File: config.mk
export PLATFORM = sky130hd
export DESIGN_NAME = mems_dac_tx
export DESIGN_NICKNAME = d
export VERILOG_FILES = /design/src/rtl/mems_dac_pkg.sv /design/src/rtl/mems_spi_shifter.sv /design/src/rtl/mems_dac_tx.sv
export SDC_FILE = /design/constraint.sdc
export NUM_CORES = 1
export LEC_CHECK = 0
export BUFFER_PORTS_ARGS = -buffer_cell sky130_fd_sc_hd__buf_2
export CELL_PAD_IN_SITES_DETAIL_PLACEMENT = 1
export CELL_PAD_IN_SITES_GLOBAL_PLACEMENT = 1
export CORE_MARGIN = 10
export CORE_UTILIZATION = 35
export CTS_CLUSTER_DIAMETER = 50
export DETAILED_ROUTE_END_ITERATION = 8
export PLACE_DENSITY_LB_ADDON = 0.3
export SLEW_MARGIN = 20
export SYNTH_ARGS = -nofsm -noshare
export SYNTH_HDL_FRONTEND = slang
export SYNTH_HIERARCHICAL = 1
export SYNTH_SLANG_ARGS = --single-unit
File: constraint.sdc
create_clock -name clk -period 2.8 [get_ports clk]
set_clock_uncertainty 0.2 [all_clocks]
set_input_delay 0.56 -clock clk [delete_from_list [all_inputs] [get_ports clk]]
set_output_delay 0.56 -clock clk [all_outputs]
set_load 0.01 [all_outputs]
File: src/rtl/mems_dac_pkg.sv
// Shared types and constants for the MEMS mirror quad-DAC transmitter:
// sequencer states, frame width, ROM address map and DAC command codes.
package mems_dac_pkg;

  typedef enum logic [2:0] {
    ST_IDLE  = 3'd0,
    ST_FETCH = 3'd1,
    ST_LOAD  = 3'd2,
    ST_SHIFT = 3'd3,
    ST_GAP   = 3'd4
  } state_t;

  localparam int DAC_WORD_W = 24;

  localparam logic [15:0] ADDR_SOFT_RESET = 16'h0000;
  localparam logic [15:0] ADDR_VREF       = 16'h0001;
  localparam logic [15:0] ADDR_LOOP_START = 16'h0002;

  localparam logic [5:0] CMD_SOFT_RESET   = 6'b001010;
  localparam logic [5:0] CMD_WRITE_UPDATE = 6'b000110;
  localparam logic [7:0] CMD_VREF         = 8'h38;

  // Loop addressing: wrap back to the first data word instead of the init words.
  function automatic logic [15:0] next_addr(input logic [15:0] cur, input logic [15:0] last);
    if (cur == last) begin
      next_addr = ADDR_LOOP_START;
    end else begin
      next_addr = cur + 16'd1;
    end
  endfunction

endpackage

File: src/rtl/mems_spi_shifter.sv
// SCLK divider, frame shift register and bit counter. load captures a word,
// start begins clocking it out MSB-first, done marks the last cycle of the frame.
module mems_spi_shifter
  import mems_dac_pkg::*;
#(
  parameter int CLK_DIV = 4,
  parameter int WORD_W  = DAC_WORD_W
) (
  input  logic              clk,
  input  logic              rst,
  input  logic              load,
  input  logic [WORD_W-1:0] data,
  input  logic              start,
  output logic              done,
  output logic              sclk,
  output logic              din
);

  localparam int               DIV_W   = (CLK_DIV > 1) ? $clog2(CLK_DIV) : 1;
  localparam logic [DIV_W-1:0] DIV_MAX = DIV_W'(CLK_DIV - 1);
  localparam logic [4:0]       BIT_TOP = 5'(WORD_W - 1);

  logic [WORD_W-1:0] shift_r;
  logic [4:0]        bit_cnt_r;
  logic [DIV_W-1:0]  div_cnt_r;
  logic              active_r;
  logic              last_r;
  logic              sclk_r;
  logic              din_r;
  logic              tick_s;

  assign tick_s = active_r && (div_cnt_r == DIV_MAX);
  assign done   = tick_s && last_r;
  assign sclk   = sclk_r;
  assign din    = din_r;

  // Divider, shift register and bit counter; the final high phase ends the frame.
  always_ff @(posedge clk or negedge rst) begin
    if (!rst) begin
      shift_r   <= '0;
      bit_cnt_r <= 5'd0;
      div_cnt_r <= '0;
      active_r  <= 1'b0;
      last_r    <= 1'b0;
      sclk_r    <= 1'b1;
      din_r     <= 1'b0;
    end else if (load) begin
      shift_r   <= data;
      din_r     <= data[WORD_W-1];
      bit_cnt_r <= BIT_TOP;
      div_cnt_r <= '0;
      active_r  <= 1'b0;
      last_r    <= 1'b0;
      sclk_r    <= 1'b1;
    end else if (start) begin
      active_r  <= 1'b1;
      sclk_r    <= 1'b0;
      div_cnt_r <= '0;
    end else if (active_r) begin
      if (tick_s) begin
        div_cnt_r <= '0;
        if (last_r) begin
          active_r <= 1'b0;
          last_r   <= 1'b0;
        end else if (sclk_r) begin
          sclk_r <= 1'b0;
        end else begin
          // Rising edge: present the next bit for the DAC's falling-edge sample.
          sclk_r  <= 1'b1;
          shift_r <= {shift_r[WORD_W-2:0], 1'b0};
          din_r   <= shift_r[WORD_W-2];
          if (bit_cnt_r == 5'd0) begin
            last_r <= 1'b1;
          end else begin
            bit_cnt_r <= bit_cnt_r - 5'd1;
          end
        end
      end else begin
        div_cnt_r <= div_cnt_r + DIV_W'(1);
      end
    end else begin
      div_cnt_r <= '0;
    end
  end

endmodule

File: src/rtl/mems_dac_tx.sv
// Frame sequencer for the quad DAC: walks the command ROM (init words, then
// the data loop), waits out ROM latency and frames each word on sync_n.
module mems_dac_tx
  import mems_dac_pkg::*;
#(
  parameter int          CLK_DIV   = 4,
  parameter int          ROM_LAT   = 2,
  parameter int          GAP       = 2,
  parameter logic [15:0] ADDR_LAST = 16'hFFFF,
  parameter int          WORD_W    = DAC_WORD_W
) (
  input  logic              clk,
  input  logic              rst,
  input  logic              en,
  input  logic              restart,
  output logic [15:0]       addr,
  input  logic [WORD_W-1:0] data,
  output logic              sync_n,
  output logic              sclk,
  output logic              din,
  output logic              busy,
  output logic              frame_done
);

  localparam int               CNT_MAX    = (ROM_LAT > GAP) ? ROM_LAT : GAP;
  localparam int               CNT_W      = $clog2(CNT_MAX + 1);
  localparam logic [CNT_W-1:0] FETCH_LAST = CNT_W'(ROM_LAT - 1);
  localparam logic [CNT_W-1:0] GAP_LAST   = CNT_W'(GAP - 1);

  state_t           state_r;
  logic [CNT_W-1:0] cnt_r;
  logic [15:0]      addr_r;
  logic             sync_n_r;
  logic             busy_r;
  logic             frame_done_r;
  logic             restart_pend_r;
  logic             restart_seen_s;
  logic             load_s;
  logic             start_s;
  logic             shift_done_s;

  assign restart_seen_s = restart || restart_pend_r;
  assign load_s         = (state_r == ST_FETCH) && (cnt_r == FETCH_LAST);
  assign start_s        = (state_r == ST_LOAD);

  assign addr       = addr_r;
  assign sync_n     = sync_n_r;
  assign busy       = busy_r;
  assign frame_done = frame_done_r;

  mems_spi_shifter #(
    .CLK_DIV (CLK_DIV),
    .WORD_W  (WORD_W)
  ) u_shifter (
    .clk   (clk),
    .rst   (rst),
    .load  (load_s),
    .data  (data),
    .start (start_s),
    .done  (shift_done_s),
    .sclk  (sclk),
    .din   (din)
  );

  // Frame sequencing; addr only moves at frame end (or while idle on restart).
  always_ff @(posedge clk or negedge rst) begin
    if (!rst) begin
      state_r        <= ST_IDLE;
      cnt_r          <= '0;
      addr_r         <= ADDR_SOFT_RESET;
      sync_n_r       <= 1'b1;
      busy_r         <= 1'b0;
      frame_done_r   <= 1'b0;
      restart_pend_r <= 1'b0;
    end else begin
      frame_done_r <= 1'b0;
      if (restart) begin
        restart_pend_r <= 1'b1;
      end
      case (state_r)
        ST_IDLE: begin
          if (restart_seen_s) begin
            addr_r         <= ADDR_SOFT_RESET;
            restart_pend_r <= 1'b0;
          end
          if (en) begin
            state_r <= ST_FETCH;
            busy_r  <= 1'b1;
            cnt_r   <= '0;
          end
        end
        ST_FETCH: begin
          if (cnt_r == FETCH_LAST) begin
            state_r  <= ST_LOAD;
            sync_n_r <= 1'b0;
          end else begin
            cnt_r <= cnt_r + CNT_W'(1);
          end
        end
        ST_LOAD: begin
          state_r <= ST_SHIFT;
        end
        ST_SHIFT: begin
          if (shift_done_s) begin
            state_r        <= ST_GAP;
            sync_n_r       <= 1'b1;
            frame_done_r   <= 1'b1;
            cnt_r          <= '0;
            restart_pend_r <= 1'b0;
            addr_r         <= restart_seen_s ? ADDR_SOFT_RESET : next_addr(addr_r, ADDR_LAST);
          end
        end
        ST_GAP: begin
          if (cnt_r == GAP_LAST) begin
            cnt_r <= '0;
            if (en) begin
              state_r <= ST_FETCH;
            end else begin
              state_r <= ST_IDLE;
              busy_r  <= 1'b0;
            end
          end else begin
            cnt_r <= cnt_r + CNT_W'(1);
          end
        end
        default: begin
          state_r  <= ST_IDLE;
          sync_n_r <= 1'b1;
          busy_r   <= 1'b0;
          cnt_r    <= '0;
        end
      endcase
    end
  end

endmodule
* Word-level counts from Yosys, hierarchy flattened
Cells that the tools add are included.
** Cells by class
- Shift-type cells :: 0
- Div/mod/pow operators :: 0
- Reduce and logical (&&, ||, !) cells :: 22
- Order comparisons :: 0
- Multiplexer cells :: 70
- Add/subtract/negate cells :: 4
- Equal/unequal tests :: 19
- Bitwise logic cells :: 3
- Multipliers :: 0
** Operator list (count)
- $mux W23 :: 6
- $mux W16 :: 4
- $mux W1 :: 35
- $mux W5 :: 7
- $pmux W16 S2 :: 1
- $ne A2 B2 Y1 const B :: 10
- $add A16 B1 Y16 const B :: 1
- $eq A16 B16 Y1 const B :: 1
- $mux W2 :: 8
- $pmux W3 S5 :: 1
- $mux W3 :: 4
- $reduce_and A3 Y1 :: 4
- $reduce_and A4 Y1 :: 3
- $pmux W2 S5 :: 1
- $eq A3 B2 Y1 const B :: 2
- $pmux W1 S3 :: 2
- $reduce_and A6 Y1 :: 1
- $reduce_bool A2 Y1 :: 3
- $reduce_bool A3 Y1 :: 2
- $reduce_or A3 Y1 :: 2
- $logic_not A5 Y1 :: 1
- $reduce_and A5 Y1 :: 1
- $sub A5 B1 Y5 const B :: 1
- $add A2 B1 Y2 const B :: 2
- 11 further kinds :: 15
** Storage, ports and cells
- Bits in registers :: 59
- Bits of input ports :: 28
- RAM bits :: 0
- Latch bits :: 0
- Output and inout port bits :: 21
- Logic and storage cells :: 132
- Memory bits (read-only) :: 0
- Memories kept :: 0

* Logic depth before layout (Yosys ltp)
Gate-level depths: netlist of run 1.
- Depth after elaboration :: 8
- Depth in mapped cells :: 9
- Gate-level depth less buffers :: 7

* Hierarchy
The synthesis of run 1 kept the hierarchy.
** Modules (own cells, without submodules)
- mems_spi_shifter :: cells an instance 190, times used 1, area an instance 1759.2 um2, seq. area each 852.1 um2
- mems_dac_tx :: cells an instance 170, times used 1, area an instance 1496.4 um2, seq. area each 626.9 um2

* Least setup slack after synthesis of run 1
Ideal clock, no wire load.
- Path type :: register to register
- Start point :: register state_r[2]
- End point :: register u_shifter.bit_cnt_r[3]
- Stages on the path, launching flop included :: 7
- Slack :: 556 ps
- Arrival time :: 1916 ps
- Library setup time :: 128 ps
- Path buffers :: 2
- Cell sequence :: dfrtp_1 -> clkbuf_1 -> clkbuf_1 -> nor3b_1 -> nand3b_2 -> nor4_2 -> mux2_1
** On the way
- Elaborated cells on any way between the ends :: 11
** RTL lines
- start: declaration :: line mems_dac_tx.sv:30 : state_t state_r;
- start signal: assignment :: line mems_dac_tx.sv:68 : state_r <= ST_IDLE;
- start signal: assignment :: line mems_dac_tx.sv:87 : state_r <= ST_FETCH;
- start signal: assignment :: line mems_dac_tx.sv:94 : state_r <= ST_LOAD;
- $eq A3 B2 Y1 :: line mems_dac_tx.sv:44 : assign start_s = (state_r == ST_LOAD);
- named net start_s :: line mems_dac_tx.sv:39 : logic start_s;
- $ne A2 B2 Y1 (no source line)
- $reduce_and A6 Y1 (no source line)
- end signal: assignment :: line mems_spi_shifter.sv:75 : bit_cnt_r <= bit_cnt_r - 5'd1;
- end: declaration :: line mems_spi_shifter.sv:24 : logic [4:0] bit_cnt_r;
The timed path passes the listed nets, and every way through them passes these cells.
A chain may end at the register's enable or synchronous reset.

* Worst setup path in the final report of run 1
- Start point :: register u_shifter.div_cnt_r[0]
- End point :: register addr_r[11] (netlist: addr[11])
** On the way
- Word-level cells in the longest chain between the ends :: 5
** RTL lines
- start: declaration :: line mems_spi_shifter.sv:25 : logic [DIV_W-1:0] div_cnt_r;
- start signal: assignment :: line mems_spi_shifter.sv:79 : div_cnt_r <= div_cnt_r + DIV_W'(1);
- $eq A2 B2 Y1 :: line mems_spi_shifter.sv:32 : assign tick_s = active_r && (div_cnt_r == DIV_MAX);
- $logic_and A1 B1 Y1 :: line mems_spi_shifter.sv:32
- $logic_and A1 B1 Y1 :: line mems_spi_shifter.sv:33 : assign done = tick_s && last_r;
- named net shift_done_s :: line mems_dac_tx.sv:40 : logic shift_done_s;
- $ne A2 B2 Y1 (no source line)
- $reduce_and A3 Y1 (no source line)
- end signal: assignment :: line mems_dac_tx.sv:110 : addr_r <= restart_seen_s ? ADDR_SOFT_RESET : next_addr(addr_r, ADDR_LAST);
- end: declaration :: line mems_dac_tx.sv:32 : logic [15:0] addr_r;
The timed path passes the listed nets, and every way through them passes these cells.

==> results of run 1 <==
==> worst max-delay path, cell delays in order, from the launching register on <==
cell                       delay, ns
sky130_fd_sc_hd__dfrtp_1        0.35
sky130_fd_sc_hd__ha_1           0.25
sky130_fd_sc_hd__and3_2         0.27
sky130_fd_sc_hd__nand4b_1       0.15
sky130_fd_sc_hd__inv_1          0.11
sky130_fd_sc_hd__nand2_1        0.16
sky130_fd_sc_hd__or4_1          0.55
sky130_fd_sc_hd__a211oi_1       0.27
==> cell families after synthesis <==
kind of cell / count (synthesis)
buffers and inverters: 38
AO/OA/AOI/OAI: 120
multiplexers: 7
adder cells (fa/ha/maj): 5
AND/OR/NAND/NOR: 130
XOR/XNOR: 1
flip-flops: 59
==> power breakdown <==
| group | internal, W | switching (W) | leakage (nW) |
|---|---|---|---|
| clock network | 0.000391 | 0.000362 | 0.102 |
| registers | 0.00112 | 0.000193 | 0.732 |
| logic | 0.000348 | 0.000511 | 0.741 |
| total | 0.00186 | 0.00107 | 1.57 |
==> layer usage <==
metal,up-vias,GRT usage (%),part of all wire [%]
li1,1407,-,-
met1,1463,17.0,46
met2,45,22.4,49
met3,13,2.41,3.5
met4,0,5.75,1.8
met5,-,0,0
==> cell type report <==
class	count	area, um^2	area share [%]
tap	111	139	3.69
clock inverter	4	23.8	0.631
inverter	10	37.5	0.997
multi-input combinational	263	1620	42.9
clock buffer	12	165	4.39
sequential	59	1480	39.3
timing repair buffer	55	305	8.11
==> sequential cells by signal, indices dropped and copies added (netlist names), 2 cells and up <==
| signal | cells |
|---|---|
| addr | 16 |
| cnt_r | 2 |
| state_r | 3 |
| u_shifter/bit_cnt_r | 5 |
| u_shifter/div_cnt_r | 2 |
| u_shifter/shift_r | 23 |
==> placed cells by master, fill, tap and decap left out, types with 5 or more instances in the layout <==
cell,instances
sky130_fd_sc_hd__nand3_1,14
sky130_fd_sc_hd__nor2_1,20
sky130_fd_sc_hd__nand4_1,13
sky130_fd_sc_hd__buf_4,6
sky130_fd_sc_hd__buf_2,48
sky130_fd_sc_hd__a21oi_1,36
sky130_fd_sc_hd__or4_1,8
sky130_fd_sc_hd__dfrtp_1,57
sky130_fd_sc_hd__a31oi_1,26
sky130_fd_sc_hd__nor2b_1,26
sky130_fd_sc_hd__nand2_1,16
sky130_fd_sc_hd__mux2i_1,6
sky130_fd_sc_hd__ha_1,5
sky130_fd_sc_hd__clkbuf_8,12
sky130_fd_sc_hd__o21ai_0,37
sky130_fd_sc_hd__inv_1,10
==> worst paths after layout <==
kind	to	cells after the start	from	slack (ns)
worst max-delay path	addr[11]	7	u_shifter/div_cnt_r[0]	0.40
worst min-delay path	addr[8]	2	rst	0.17
worst max register to register	addr[11]	7	u_shifter/div_cnt_r[0]	0.40
worst min register to register	u_shifter/div_cnt_r[0]	1	u_shifter/div_cnt_r[0]	0.24
max in group asynchronous	state_r[1]	2	rst	1.70
min in group clk	u_shifter/shift_r[0]	3	data[0]	0.23
==> per-stage QoR <==
step	hold WS (ns)	setup slack, ns
CTS	0.212	0.404
finish	0.167	0.397
global placement	0.220	0.500
detailed placement	0.235	0.413
floorplan	0.0644	0.556
global route	0.250	0.177
==> metrics.log, run 1 <==
INFO  metric timing_worst_slew_pin_value = 0.823 ns
INFO  metric syn-instance-count = 360
INFO  metric die_w = 116 um
INFO  metric drt-wirelength-per-cell = 17.5 um
INFO  metric ios = 49
INFO  metric core_region_area = 9150 um^2
INFO  metric synth_simple_gate_area_share = 23.4%
INFO  metric ys.flop_type = sky130_fd_sc_hd__dfrtp_1
INFO  metric rsz_0062_raised_after_global_routing = false
INFO  metric cts.repair.resized = 0
INFO  metric hold_buffers = 0
INFO  metric report.final.hold_viol_count = 0
INFO  metric hold_path_class = primary input to asynchronous set/reset pin
INFO  metric first_global_vias = 3,063
INFO  metric synth-async-reset-ratio = 100%
INFO  metric final.fill_count = 1,088
INFO  metric share_of_the_yosys_chip_area_belonging_to_registers = 45.4%
INFO  metric p_r_area_growth_vs_syn = 15.7%
INFO  metric muxShareOfSynthArea = 2.19%
INFO  metric mean_area_per_synthesized_cell = 9.04 um^2
INFO  metric fmax = 416 MHz
INFO  metric viasPerCell = 5.70
INFO  metric post_route_cells_drive_above_1_share = 21.1%
INFO  metric setup_tns = 0 ns
INFO  metric grtUsageTotal = 13.6%
INFO  metric pleak = 1.57 nW
INFO  metric synth.yosys.warnings = 6
INFO  metric wire_length_of_the_first_global_routing_pass = 14.9 mm
INFO  metric synth_top_cells_by_area = sky130_fd_sc_hd__dfrtp_1 (44%), sky130_fd_sc_hd__o21ai_0 (5.7%), sky130_fd_sc_hd__a21oi_1 (5.5%)
INFO  metric drt-total-wl = 8.98 mm
INFO  metric drt-initial-drc-count = 102
INFO  metric critical_path.endpoint_type = flop
INFO  metric cts_tree = done
INFO  metric outcome = complete, no violations
INFO  metric globalRouteOverflowTotal = 0
INFO  metric fin_cells = 514
INFO  metric placed_cell_area = 3580 um^2
INFO  metric starting_density_of_the_core = 35.6%
INFO  metric synth_top_family_by_area = simple AND/OR/NAND/NOR gates
INFO  metric synthesized_area_fraction_occupied_by_xor_and_xnor_cells = 0.269%
INFO  metric setup.worst_path.class = flop to flop
INFO  metric ctsHtreeMaxLevel = 3
INFO  metric synth_edf_count = 0
INFO  metric synth.most_common_cell = sky130_fd_sc_hd__dfrtp_1
INFO  metric antenna_cells = 0
INFO  metric die_area = 13,600 um^2
INFO  metric crit_path_start_kind = flop
INFO  metric detailed_place_hpwl = 5.96 mm
INFO  metric buffer_ports.inserted = 48
INFO  metric ir_worst_vdd = 477 uV
INFO  metric die-height = 116 um
INFO  metric worst-endpoint-arrival = 2.44 ns
INFO  metric total_power = 0.00293 W
INFO  metric grt_max_degree = 63
INFO  metric maxCapViolCount = 0
INFO  metric utilization = 41.1%
INFO  metric cp.required = 2.84 ns
INFO  metric ant_nets = 0
INFO  metric netlist.area_leader.share = 43.8%
INFO  metric synth_compound_area_share = 21.7%
INFO  metric drv_slew = 0
INFO  metric clock_latency = 0.34 ns
INFO  metric synth_fp_nets = 393
INFO  metric finalInstanceArea = 3770 um^2
INFO  metric final_layout_net_count = 431
INFO  metric maxSlewHeadroom = 45.1%
INFO  metric synth_area_leader_cell = sky130_fd_sc_hd__dfrtp_1
INFO  metric clock_tree.buffer_depth = 2
INFO  metric gp_routability_congestion = 0.797
INFO  metric post_synth_top_cells = sky130_fd_sc_hd__dfrtp_1 (57), sky130_fd_sc_hd__o21ai_0 (37), sky130_fd_sc_hd__a21oi_1 (36), sky130_fd_sc_hd__a31oi_1 (26), sky130_fd_sc_hd__nor2b_1 (26)
INFO  metric drt-pass1-iter-count = 4
INFO  metric ys_seq_elements = 59
INFO  metric drc = 0
INFO  metric num_vias = 2,928
INFO  metric numClockSinks = 59
INFO  metric register_clock_pin_slew_on_the_reported_worst_setup_and_hold_paths = 0.07 ns
INFO  metric final_setup_violations = 0
INFO  metric post_synth_fa_ha_maj_area_fraction = 1.92%
INFO  metric post_synth_num_cell_types = 53
INFO  metric cp_max_fo = 6
INFO  metric post_synth_instance_area = 3260 um^2
INFO  metric rows = 35
INFO  metric post-route-min-period = 2.40 ns
INFO  metric ctsRootBufferMaster = sky130_fd_sc_hd__clkbuf_8
INFO  metric cts.repair_timing.setup_buffer_count = 0
INFO  metric cell_pwr_density = 777 nW/um^2
INFO  metric cts_inserted_buffers = 9
INFO  metric initial_antenna_violation_count = 0
INFO  metric min_period_over_period = 85.8%
INFO  metric dp_cells = 498
(Power assumes the default switching activity.)
==> inputs of run 2 (changes only) <==
BUFFER_PORTS_ARGS = default   (was -buffer_cell sky130_fd_sc_hd__buf_2)
DONT_BUFFER_PORTS = 1   (was default)
REMOVE_ABC_BUFFERS = 1   (was default)
==> run 2 against run 1 <==
Against the previous run:
- cell count down 8.2%
- clock-buffer cell count decreased by 2
- register-to-register slack about the same
- global-route usage is 0.27 points lower
- fmax decreased by 0.49%
- first-iteration DRC count is 40% higher
- final area decreased by 4.2%
- critical path depth did not move
- largest cell class unchanged
- largest power group unchanged
- highest routed layer unchanged
==> metrics.log, run 2 (synthesized netlist as in run 1, its figures left out) <==
INFO  metric numClockSinks = 59
INFO  metric wire_length_of_the_first_global_routing_pass = 14.8 mm
INFO  metric setup.worst_path.class = flop to flop
INFO  metric final.fill_count = 1,055
INFO  metric power.combinational.fraction = 28.2%
INFO  metric worstPathCellList = ha_1, and3_2, nand4b_1, inv_1, nand2_1, or4_1, a211oi_1
INFO  metric worstPathBufferInverterCount = 1
INFO  metric die_area = 13,600 um^2
INFO  metric cts_tree = done
INFO  metric setup_tns = 0 ns
INFO  metric ctsRootBufferMaster = sky130_fd_sc_hd__clkbuf_8
INFO  metric critical_path.endpoint_type = flop
INFO  metric report.final.hold_viol_count = 0
INFO  metric power.clock.fraction = 27.0%
INFO  metric cp_max_fo = 6
INFO  metric num_vias = 2,778
INFO  metric hold_path_class = primary input to flop
INFO  metric die-height = 116 um
INFO  metric globalRouteOverflowTotal = 0
INFO  metric fmax = 414 MHz
INFO  metric post_route_cells_drive_above_1_share = 11.6%
INFO  metric layout_commonest_cell = sky130_fd_sc_hd__dfrtp_1
INFO  metric starting_density_of_the_core = 35.6%
INFO  metric power.share.switching = 35.9%
INFO  metric cts_inserted_buffers = 9
INFO  metric worst-endpoint-arrival = 2.46 ns
INFO  metric cp.required = 2.85 ns
INFO  metric ctsHtreeMaxLevel = 3
INFO  metric initial_antenna_violation_count = 0
INFO  metric largest_register_by_flop_count = u_shifter/shift_r
INFO  metric antenna_cells = 0
INFO  metric largest_register_ff_count = 23
INFO  metric drt-pass1-iter-count = 5
INFO  metric gp_routability_congestion = 0.776
INFO  metric detailed_place_hpwl = 5.78 mm
INFO  metric core_region_area = 9150 um^2
INFO  metric final_setup_violations = 0
INFO  metric internal_power = 0.00190 W
INFO  metric post-route-min-period = 2.41 ns
INFO  metric crit_path_start_kind = flop
INFO  metric p_r_area_growth_vs_syn = 10.8%
INFO  metric multiInputGateArea = 1620 um^2
INFO  metric final_layout_net_count = 389
INFO  metric die_w = 116 um
INFO  metric pleak = 1.40 nW
INFO  metric ir_worst_vdd = 292 uV
INFO  metric drv_slew = 0
INFO  metric total_power = 0.00296 W
INFO  metric drt-wirelength-per-cell = 18.4 um
INFO  metric grtUsageTotal = 13.3%
INFO  metric maxCapViolCount = 0
INFO  metric rows = 35
INFO  metric register_clock_pin_slew_on_the_reported_worst_setup_and_hold_paths = 0.08 ns
INFO  metric cell_pwr_density = 820 nW/um^2
INFO  metric utilization = 39.4%
INFO  metric critical_path.top_delay_family = simple AND/OR/NAND/NOR gates
INFO  metric cts.repair.resized = 0
INFO  metric layout_common_cells = sky130_fd_sc_hd__dfrtp_1 (57), sky130_fd_sc_hd__o21ai_0 (37), sky130_fd_sc_hd__a21oi_1 (36)
INFO  metric ant_nets = 0
INFO  metric pwr-share-seq = 44.9%
INFO  metric clock_latency = 0.34 ns
INFO  metric first_global_vias = 2,972
INFO  metric drc = 0
INFO  metric buffer_ports.inserted = 0
INFO  metric maxSlewHeadroom = 55.0%
INFO  metric rsz_0062_raised_after_global_routing = false
INFO  metric ios = 49
INFO  metric timing_worst_slew_pin_value = 0.675 ns
INFO  metric outcome = complete, no violations
INFO  metric slowest_stage = sky130_fd_sc_hd__or4_1
INFO  metric crit_path_max_incr_delay = 0.56 ns
INFO  metric min_period_over_period = 86.2%
INFO  metric grt_max_degree = 63
INFO  metric viasPerCell = 5.89
INFO  metric drt-initial-drc-count = 143
INFO  metric drt-total-wl = 8.68 mm
INFO  metric clock_tree.buffer_depth = 2
INFO  metric seqCellArea = 1480 um^2
INFO  metric p_switching = 0.00106 W
[run 2: metal layers]
layer  global-route usage [%]  vias to the layer above  wire length, um
met2                     21.4                       50             4110
met5                        0                        -                0
li1                         -                     1325                -
met1                     16.5                     1395             3870
met4                     3.00                        0               74
met3                     5.19                        8              619
[run 2: area by class of cell]
cell class | instances | area share, %
multi-input cells | 263 | 44.8
flip-flops and latches | 59 | 41.0
well taps | 111 | 3.85
clock buffers | 10 | 3.82
repair buffers | 13 | 3.68
clock inverters | 6 | 1.80
inverters | 10 | 1.04
[run 2: final timing paths]
path                       cells past startpoint                endpoint  slack (ns)                   start
max reg2reg                                    7                addr[11]        0.39  u_shifter/div_cnt_r[0]
min                                            2    u_shifter/shift_r[0]        0.17                 data[0]
min reg2reg                                    1  u_shifter/div_cnt_r[0]        0.26  u_shifter/div_cnt_r[0]
min in group asynchronous                      2    u_shifter/shift_r[6]        0.53                     rst
max                                            7                addr[11]        0.39  u_shifter/div_cnt_r[0]
max in group asynchronous                      2                  sync_n        1.58                     rst
[run 2: power groups by stage]
stage	logic (W)	clock network, W	registers (W)
after floorplan	0.000597	0	0.00129
after global placement	0.000792	0	0.00133
after detailed placement	0.000820	0	0.00134
after CTS	0.000849	0.000829	0.00133
after global routing	0.000957	0.000872	0.00137
final	0.000833	0.000798	0.00133
[run 2: what timing repair did]
item | CTS | global route
buffers inserted | 0 | 0
hold buffers | 2 | 0
endpoints found under the hold margin | 59 | 0
[run 2: per-stage QoR]
stage / cells / worst slack [ns] / hold WS, ns / instance area, um^2
floorplan: 332 / -1.39 / 0.0644 / 3130
global placement: 454 / 0.515 / 0.0673 / 3370
detailed placement: 454 / 0.378 / 0.0666 / 3370
CTS: 472 / 0.365 / 0.143 / 3610
global route: 472 / 0.175 / 0.176 / 3610
finish: 472 / 0.385 / 0.168 / 3610
